## config.mk

```make
export PLATFORM = sky130hd
export DESIGN_NAME = tiny_host_loader
export DESIGN_NICKNAME = d
export VERILOG_FILES = /design/src/rtl/tiny_host_loader.sv
export SDC_FILE = /design/constraint.sdc
export NUM_CORES = 1
export LEC_CHECK = 0
export ABC_AREA = 1
export CORE_MARGIN = 4
export CORE_UTILIZATION = 50
export CTS_BUF_LIST = sky130_fd_sc_hd__clkbuf_4 sky130_fd_sc_hd__clkbuf_8
export DETAILED_ROUTE_END_ITERATION = 7
export PLACE_DENSITY = 0.8
export SETUP_SLACK_MARGIN = 0.4
export SLEW_MARGIN = 20
export SYNTH_ARGS = -nofsm -noshare
export SYNTH_HDL_FRONTEND = slang
export SYNTH_SLANG_ARGS = --single-unit
```

## constraint.sdc

```tcl
create_clock -name clk -period 1.7 [get_ports clk]
set_input_delay 0.255 -clock clk [delete_from_list [all_inputs] [get_ports clk]]
set_output_delay 0.255 -clock clk [all_outputs]
set_load 0.005 [all_outputs]
```

## src/rtl/tiny_host_loader.sv

```systemverilog
// tiny_host_loader: host-side loader/unloader for the tiny Tate-pairing core.
// It assembles four GF(3^97) operands from narrow input words and writes them into
// the core's operand RAM at slots 3, 5, 6 and 7. It then releases the core and waits
// for done. Finally it reads result slots 9..14 back and streams them out as narrow words.
// Optional build macro: TINY_HOST_CHECK_EN enables invalid-trit (2'b11) detection on
// input words, reported on err. Without it, err is tied low.
module tiny_host_loader #(
  parameter int WORD_W = 32
) (
  input  logic              clk,
  input  logic              reset,
  input  logic              in_valid,
  output logic              in_ready,
  input  logic [WORD_W-1:0] in_data,
  output logic              out_valid,
  input  logic              out_ready,
  output logic [WORD_W-1:0] out_data,
  output logic              busy,
  output logic              err,
  output logic              core_hold,
  output logic              core_sel,
  output logic              core_w,
  output logic [5:0]        core_addr,
  output logic [197:0]      core_data,
  input  logic [197:0]      core_out,
  input  logic              core_done
);

  localparam int ELEM_W = 194;
  localparam int CORE_W = 198;
  localparam int NWORDS = (ELEM_W + WORD_W - 1) / WORD_W;
  localparam int ASM_W  = NWORDS * WORD_W;
  localparam int WCNT_W = $clog2(NWORDS);

  localparam logic [WCNT_W-1:0] LAST_WORD = WCNT_W'(NWORDS - 1);
  localparam logic [CORE_W-1:0] LIVE_MASK = {{(CORE_W - ELEM_W){1'b0}}, {ELEM_W{1'b1}}};
  localparam logic [2:0]        LAST_WSLOT = 3'd3;
  localparam logic [2:0]        LAST_RSLOT = 3'd5;
  localparam logic [5:0]        RBASE      = 6'd9;

  typedef enum logic [2:0] {
    S_IDLE,
    S_LOAD,
    S_WRITE,
    S_RUN,
    S_RADDR,
    S_RCAP,
    S_STREAM
  } state_t;

  state_t              r_state;
  state_t              w_next;
  logic [ASM_W-1:0]    r_asm;
  logic [ASM_W-1:0]    r_out;
  logic [WCNT_W-1:0]   r_wcnt;
  logic [2:0]          r_slot;
  logic                r_runSeen;
  logic                w_inFire;
  logic                w_outFire;
  logic                w_lastWord;
  logic                w_badWord;
  logic                w_errHold;
  logic [5:0]          w_writeAddr;

  // Handshakes are derived from the state only, so the output logic never feeds back on itself.
  assign w_inFire   = in_valid  && (r_state == S_LOAD);
  assign w_outFire  = out_ready && (r_state == S_STREAM);
  assign w_lastWord = (r_wcnt == LAST_WORD);

  // Operand slot order in the core RAM: xp, yp, xq, yq.
  always_comb begin
    w_writeAddr = 6'd7;
    case (r_slot)
      3'd0:    w_writeAddr = 6'd3;
      3'd1:    w_writeAddr = 6'd5;
      3'd2:    w_writeAddr = 6'd6;
      default: w_writeAddr = 6'd7;
    endcase
  end

`ifdef TINY_HOST_CHECK_EN
  logic r_err;

  // Flag an accepted word whose live trit positions contain the unused code 2'b11.
  always_comb begin
    w_badWord = 1'b0;
    for (int p = 0; p < WORD_W / 2; p++) begin
      if ((int'(r_wcnt) * WORD_W + 2 * p) < ELEM_W) begin
        if (in_data[2*p +: 2] == 2'b11) begin
          w_badWord = 1'b1;
        end
      end
    end
  end

  // Sticky error flag; once set, only reset clears it.
  always_ff @(posedge clk or negedge reset) begin
    if (!reset) begin
      r_err <= 1'b0;
    end else if (w_inFire && w_badWord) begin
      r_err <= 1'b1;
    end
  end

  assign w_errHold = r_err;
`else
  assign w_badWord = 1'b0;
  assign w_errHold = 1'b0;
`endif

  assign err = w_errHold;

  // State register.
  always_ff @(posedge clk or negedge reset) begin
    if (!reset) begin
      r_state <= S_IDLE;
    end else begin
      r_state <= w_next;
    end
  end

  // Next-state and output decode; a tripped error parks the loader in IDLE with the core held.
  always_comb begin
    w_next    = r_state;
    in_ready  = 1'b0;
    out_valid = 1'b0;
    out_data  = '0;
    busy      = 1'b1;
    core_hold = 1'b1;
    core_sel  = 1'b0;
    core_w    = 1'b0;
    core_addr = '0;
    core_data = '0;
    unique case (r_state)
      S_IDLE: begin
        busy = 1'b0;
        if (!w_errHold) begin
          w_next = S_LOAD;
        end
      end
      S_LOAD: begin
        in_ready = 1'b1;
        if (w_inFire) begin
          if (w_badWord) begin
            w_next = S_IDLE;
          end else if (w_lastWord) begin
            w_next = S_WRITE;
          end
        end
      end
      S_WRITE: begin
        core_sel  = 1'b1;
        core_w    = 1'b1;
        core_addr = w_writeAddr;
        core_data = {{(CORE_W - ELEM_W){1'b0}}, r_asm[ELEM_W-1:0]};
        w_next    = (r_slot == LAST_WSLOT) ? S_RUN : S_LOAD;
      end
      S_RUN: begin
        core_hold = 1'b0;
        if (r_runSeen && core_done) begin
          w_next = S_RADDR;
        end
      end
      S_RADDR: begin
        core_hold = 1'b0;
        core_sel  = 1'b1;
        core_addr = RBASE + {3'b000, r_slot};
        w_next    = S_RCAP;
      end
      S_RCAP: begin
        core_hold = 1'b0;
        w_next    = S_STREAM;
      end
      S_STREAM: begin
        core_hold = 1'b0;
        out_valid = 1'b1;
        out_data  = r_out[WORD_W-1:0];
        if (w_outFire && w_lastWord) begin
          w_next = (r_slot == LAST_RSLOT) ? S_IDLE : S_RADDR;
        end
      end
      default: begin
        w_next = S_IDLE;
      end
    endcase
  end

  // Datapath: input assembly, word/slot counters, stale-done mask and output shifter.
  always_ff @(posedge clk or negedge reset) begin
    if (!reset) begin
      r_asm     <= '0;
      r_out     <= '0;
      r_wcnt    <= '0;
      r_slot    <= '0;
      r_runSeen <= 1'b0;
    end else begin
      case (r_state)
        S_IDLE: begin
          r_wcnt    <= '0;
          r_slot    <= '0;
          r_runSeen <= 1'b0;
        end
        S_LOAD: begin
          if (w_inFire) begin
            r_asm  <= {in_data, r_asm[ASM_W-1:WORD_W]};
            r_wcnt <= w_lastWord ? '0 : r_wcnt + WCNT_W'(1);
          end
        end
        S_WRITE: begin
          r_slot    <= (r_slot == LAST_WSLOT) ? 3'd0 : r_slot + 3'd1;
          r_runSeen <= 1'b0;
        end
        S_RUN: begin
          r_runSeen <= 1'b1;
        end
        S_RADDR: begin
          r_wcnt <= '0;
        end
        S_RCAP: begin
          r_out <= ASM_W'(core_out & LIVE_MASK);
        end
        S_STREAM: begin
          if (w_outFire) begin
            r_out <= {{WORD_W{1'b0}}, r_out[ASM_W-1:WORD_W]};
            if (w_lastWord) begin
              r_wcnt <= '0;
              r_slot <= (r_slot == LAST_RSLOT) ? 3'd0 : r_slot + 3'd1;
            end else begin
              r_wcnt <= r_wcnt + WCNT_W'(1);
            end
          end
        end
        default: begin
        end
      endcase
    end
  end

endmodule
```

==> results.tsv <==
metric	value	unit
Setup Skew	0.0220	ns
Worst Setup Start Kind	register	
total CTS buffers	72	
remaining routing DRC violations	0	
number of synthesized flops with an enable pin	0	
Layout fillers	2831	
Total GRT Usage	0.274	
DR pass1 iterations	6	
vias in the first global route	17700	
Mean Syn Cell Area	7.96	sq um
Main synth FF type	dfrtp_1	
H-tree levels	3	
final worst-path cycle share	1.46	
Worst path slowest cell	dfrtp_2	
CP peak stage delay	0.43	ns
post-synth top area share	0.534	
ratio of cells with drive above 1 in the final layout	0.249	
Avg WL per Cell	18.0	um
CP Class	register to output port	
met1 GRT Util	0.386	
Yosys Warn Count	0	
most common cell after layout, fill and taps aside	nand2_1	
Core Region	39600	sq um
Clock Pin Slew Worst Setup and Hold Paths	0.06	ns
Distinct cells, synth	30	
Synth async-reset ratio	1.00	
Period minus WS final	2.48	ns
Arrival @ worst endpoint	2.22	ns
antenna violations before repair	1	
failing checks	setup timing	
post-synthesis sequential area ratio	0.534	
routed wire length	66400	um
I/O pin cnt	478	
setup_tns	-214.13	ns
routing usage on met2	0.432	
total area of sequential cells	10700	sq um
Final setup viols	583	
class of the worst hold path	input pin to async pin	
final hold vios	0	
Die W	208	um
status	complete, but fails checks	
gr ovfl total	0	
maxcap violations	0	
Buffers on Ports	467	
synthesis-to-layout area growth	42.1	%
Leak	13.7	nW
die area	43300	sq um
Final #Nets	3347	
worst reg2reg startpoint	r_state[1]$_DFFE_PN0P_	
FF-to-FF End	r_out[124]$_DFFE_PN0P_	
most frequent cells in the layout	nand2_1, dfrtp_1, inv_1, o21ai_0, clkdlybuf4s50_1	
first-pass GRT wire length	96200	um
top fanout value on the critical path	9	
# rows	73	
Worst Slack Setup Final	-0.777	ns
Clock Path Buffers	3	
measured slew at the worst slew-check pin	0.533	ns
Max IR drop VDD	0.000910	V
GP Congestion	0.910	
RSZ-0062 raised after global routing	true	
initial core utilization	0.505	
antenna-violating nets left	0	
Cell Chain, Critical Path	inv_6 -> nor2_4 -> buf_6 -> buf_12 -> nand2_8 -> buf_4 -> clkbuf_16 -> nor2_2 -> clkdlybuf4s15_2	
Worst R2R Path Depth	13	
Worst-Skew Late Latency	0.61	ns
grt peak-use layer	met2	
largest net degree at the start of global routing	97	
Mapped Area	20000	sq um
dominant cell type by area after synthesis	dfrtp_1	
Max Freq	404	MHz
pwr dens	1460	nW/um^2
WP buf/inv	6	
Root Driver	clkbuf_8	
area occupied by multi-input gates	7760	sq um
Mapped Cells	2517	
Final Power	41.5	mW
reg2reg setup slack	-0.59	ns
Die Ht	208	um
Setup crit end kind	output port	
CTS tree	done	
Clock Sinks	428	
post-DP HPWL	43800	um
initial drt markers	1549	
Crit path max-delay family	buffers and inverters	
via count	19100	
WHS	0.122	ns
met3 Usage GRT	0.0460	
pins over their slew limit	0	
Worst slew margin	0.645	
synth top area cells	dfrtp_1, nand2_1, o21ai_0	
Vias/cell	5.18	
Synth Register Bits	428	
critical path required time	1.44	ns
stage by stage:
stage / instances / setup WS, ns / area [sq um] / util
6_report: 3681 / -0.777 / 28500 / 0.718
5_1_grt: 3681 / -0.830 / 28500 / 0.718
4_1_cts: 3608 / -0.869 / 27500 / 0.694
3_5_place_dp: 3460 / -0.348 / 25600 / 0.646
3_3_place_gp: 3460 / -0.359 / 25600 / 0.646
2_1_floorplan: 2522 / 0.138 / 20400 / -
cell families after synthesis:
| family | Yosys count | synth area share |
|---|---|---|
| simple gates | 916 | 0.177 |
| compound gates | 594 | 0.149 |
| buf+inv | 570 | 0.134 |
| flops | 428 | 0.534 |
| fa+ha+maj | 7 | 0.00437 |
| xor+xnor | 1 | 0.000437 |
| other cells | 1 | 0.000187 |
sequential cells by signal (all words and copies together), names as in the netlist:
signal and flops:
r_slot 3, r_out 194, r_state 3, r_wcnt 3
r_runSeen 1, r_asm 224
layer usage:
layer  vias up  routed length (um)
li1       8953                   -
met1      9096               27900
met2       852               31700
met3       165                4350
met4         0                2480
met5         -                   0
timing repair:
action                                 4_1_cts  5_1_grt
setup endpoints to repair                  664      664
setup buffers                               18       56
pin swaps                                    8        7
resized for setup                          331      776
endpoints found under the hold margin      362        0
cloned                                       5       16
hold buffers                                 1        0
cells in the mapped netlist, types with 2 or more instances:
| library cell | n |
|---|---|
| a21oi_1 | 2 |
| a31oi_1 | 2 |
| buf_2 | 73 |
| buf_4 | 29 |
| buf_6 | 43 |
| clkbuf_1 | 20 |
| dfrtp_1 | 428 |
| ha_1 | 7 |
| inv_1 | 400 |
| inv_4 | 4 |
| nand2_1 | 616 |
| nand3_1 | 39 |
| nand4_1 | 2 |
| nor2_1 | 247 |
| nor3_1 | 4 |
| o21ai_0 | 451 |
| o21ai_1 | 137 |
layout make-up:
| class | instances | share of cell area |
|---|---|---|
| Sequential cell | 428 | 0.376 |
| Multi-Input combinational cell | 1525 | 0.273 |
| Timing Repair Buffer | 672 | 0.221 |
| Inverter | 404 | 0.0542 |
| Clock buffer | 110 | 0.0486 |
| Tap cell | 525 | 0.0231 |
| Clock inverter | 14 | 0.00360 |
| Timing Repair inverter | 2 | 0.000615 |
| Antenna cell | 1 | 0.0000879 |
how the worst max path moves through the flow:
stage	slack [ns]	startpoint	depth (start not counted)	endpoint
floorplan	0.14	r_state[0]$_DFFE_PN0P_	9	out_data[0]
global placement	-0.36	r_state[1]$_DFFE_PN0P_	7	core_hold
detailed placement	-0.35	r_state[1]$_DFFE_PN0P_	7	core_data[30]
CTS	-0.87	r_state[1]$_DFFE_PN0P_	7	core_data[102]
global route	-0.83	r_state[1]$_DFFE_PN0P_	9	core_data[79]
finish	-0.78	r_state[1]$_DFFE_PN0P_	9	core_data[54]
power breakdown:
part           internal [mW]  leakage [nW]  switching [mW]  total [mW]
combinational           5.82          7.47            9.61        15.4
clock                   5.32         0.790            4.11        9.43
sequential              14.7          5.42            1.99        16.6
No activity file was read; power rests on OpenSTA's default activity.
==> RTL edit: new RTL, same settings <==
Add a define of `TINY_HOST_CHECK_EN`.
--- a/src/rtl/tiny_host_loader.sv
+++ b/src/rtl/tiny_host_loader.sv
@@ -6,2 +6,4 @@
 // input words, reported on err. Without it, err is tied low.
+`define TINY_HOST_CHECK_EN
+
 module tiny_host_loader #(
Function: changed (a bounded check fails within 4 cycles, from zero or initial values and one cycle with reset low).
==> RTL edit against the unedited design <==
The flow still finishes with violations (negative setup slack); largest cell class unchanged; critical endpoint is now core_data[25]; wire length rose by 0.35%; synthesized area decreased by 2.9%; worst setup slack worse by 0.035 ns; cell area grew 2.2%; maximum frequency down 1.4%; sequential cell count up 1; count of clock-buffer cells in the layout rose by 5; synthesized cell count shrank 5.8%.
Power is not compared: it rests on default switching activity, and its combinational part moved more than twofold at a synthesized area within 25%.
==> RTL edit: results (changes against the unedited design) <==
=================================================================================================
Result of the run                                                                    finished with violations   unchanged
Failing checks                                                                       negative setup slack   unchanged
Number of global-route vias before repair                                                   18940   was 17710
Total setup violations reported at the end of the flow                                        665   was 583
Worst Clk Skew                                                                         0.03029 ns   was 0.02201 ns
Setup Buffers After CTS                                                                        13   was 18
Length of routed wiring on met1                                                          24340 um   was 27880 um
Number of gates resized after CTS                                                             236   was 331
Detailed-routed wire length on met3                                                       4669 um   was 4348 um
Worst-case register-to-register setup slack                                              -0.55 ns   was -0.59 ns
Share of final-layout standard cells stronger than drive strength 1                        20.91%   was 24.94%
Fraction of synthesized cell area in xor and xnor cells                                        0%   was 0.04371%
Global-route total usage across every layer                                                30.20%   was 27.36%
Number of distinct library cell variants in the gate-level netlist after synthesis             26   was 30
Final net count                                                                              3226   was 3347
Minimum setup slack in the final design                                                -0.8126 ns   was -0.7773 ns
Sequential element share of the synthesized area                                           55.19%   was 53.45%
Met2 layer usage reported by global route                                                  53.10%   was 43.23%
Critical path arrival                                                                     2.26 ns   was 2.22 ns
Total length of routed met2 wires                                                        34510 um   was 31680 um
Number of DRC markers after the initial detailed-route iteration                             1348   was 1549
Peak fanout along the critical path                                                            25   was 9
Post-detailed-placement half-perimeter wirelength                                        47970 um   was 43760 um
Final total negative setup slack                                                       -264.37 ns   was -214.13 ns
Cell Count Post-Placement                                                                    3365   was 3460
Detailed Route WL                                                                        66620 um   was 66380 um
Destination of the worst register-to-register timing path                               r_out[51]   was r_out[124]
Clock buffer count from CTS                                                                    71   was 72
Most frequent cells after synthesis                                                  sky130_fd_sc_hd__nand2_1, sky130_fd_sc_hd__dfrtp_1, sky130_fd_sc_hd__inv_1   was sky130_fd_sc_hd__nand2_1, sky130_fd_sc_hd__o21ai_0, sky130_fd_sc_hd__dfrtp_1
Final weighted congestion in routability-driven placement                                  0.9193   was 0.9098
Area share of fa/ha/maj cells after synthesis                                             0.4502%   was 0.4371%
Worst reg2reg path depth                                                                       12   was 13
FF-to-FF Start                                                                         r_state[0]   was r_state[1]
Total placed instance area                                                            0.02686 mm2   was 0.02560 mm2
Via density per instance                                                                    5.243   was 5.180
CP max stage delay                                                                        0.40 ns   was 0.43 ns
Wire length of the first global-routing pass                                             99970 um   was 96170 um
Compound-Gate Fraction of Synth Area                                                       17.17%   was 14.91%
CP max-delay cell                                                                    sky130_fd_sc_hd__dfrtp_1   was sky130_fd_sc_hd__dfrtp_2
=================================================================================================
-- RTL edit: changes by cell type in the layout (fill, tap and decap cells not counted), moves of 12 or more --
cell                              delta
sky130_fd_sc_hd__o21ai_1           -189
sky130_fd_sc_hd__o211ai_1          +163
sky130_fd_sc_hd__nand2_1           -121
sky130_fd_sc_hd__buf_2             -108
sky130_fd_sc_hd__dlymetal6s2s_1     +63
sky130_fd_sc_hd__nor2_2             -60
sky130_fd_sc_hd__dlygate4sd2_1      +56
sky130_fd_sc_hd__buf_4              +41
sky130_fd_sc_hd__nor2_4             +36
sky130_fd_sc_hd__buf_6              -26
sky130_fd_sc_hd__nor2_1             +17
sky130_fd_sc_hd__clkdlybuf4s15_2    -13
sky130_fd_sc_hd__clkdlybuf4s50_1    +12
sky130_fd_sc_hd__diode_2            +12
-- RTL edit: power groups by stage --
stage / Combinational (uW) / Clock [uW] / Sequential [uW]
detailed placement: 1360 / 0 / 10800
floorplan: 349 / 0 / 10800
CTS: 1380 / 9630 / 10600
global placement: 1340 / 0 / 10800
global route: 1500 / 10100 / 10700
finish: 1390 / 9500 / 10600
-- RTL edit: area by class of cell --
| cell class | instances | area (um2) |
|---|---|---|
| sequential | 429 | 10740 |
| antenna | 13 | 32.53 |
| clock buffer | 115 | 1426 |
| timing repair inverter | 2 | 46.29 |
| clock inverter | 6 | 65.06 |
| tap | 511 | 639.4 |
| inverter | 415 | 1582 |
| multi-input combinational | 1372 | 7595 |
| fill | 2597 | 8919 |
| timing repair buffer | 693 | 6978 |
-- RTL edit: cell families (layout without fill, tap and decap cells) --
family / Yosys count / after routing
flip-flops: 429 / 429
buffers and inverters: 575 / 1231
adder cells (fa/ha/maj): 7 / 7
AO/OA/AOI/OAI: 581 / 581
AND/OR/NAND/NOR: 779 / 779
other: 1 / 18
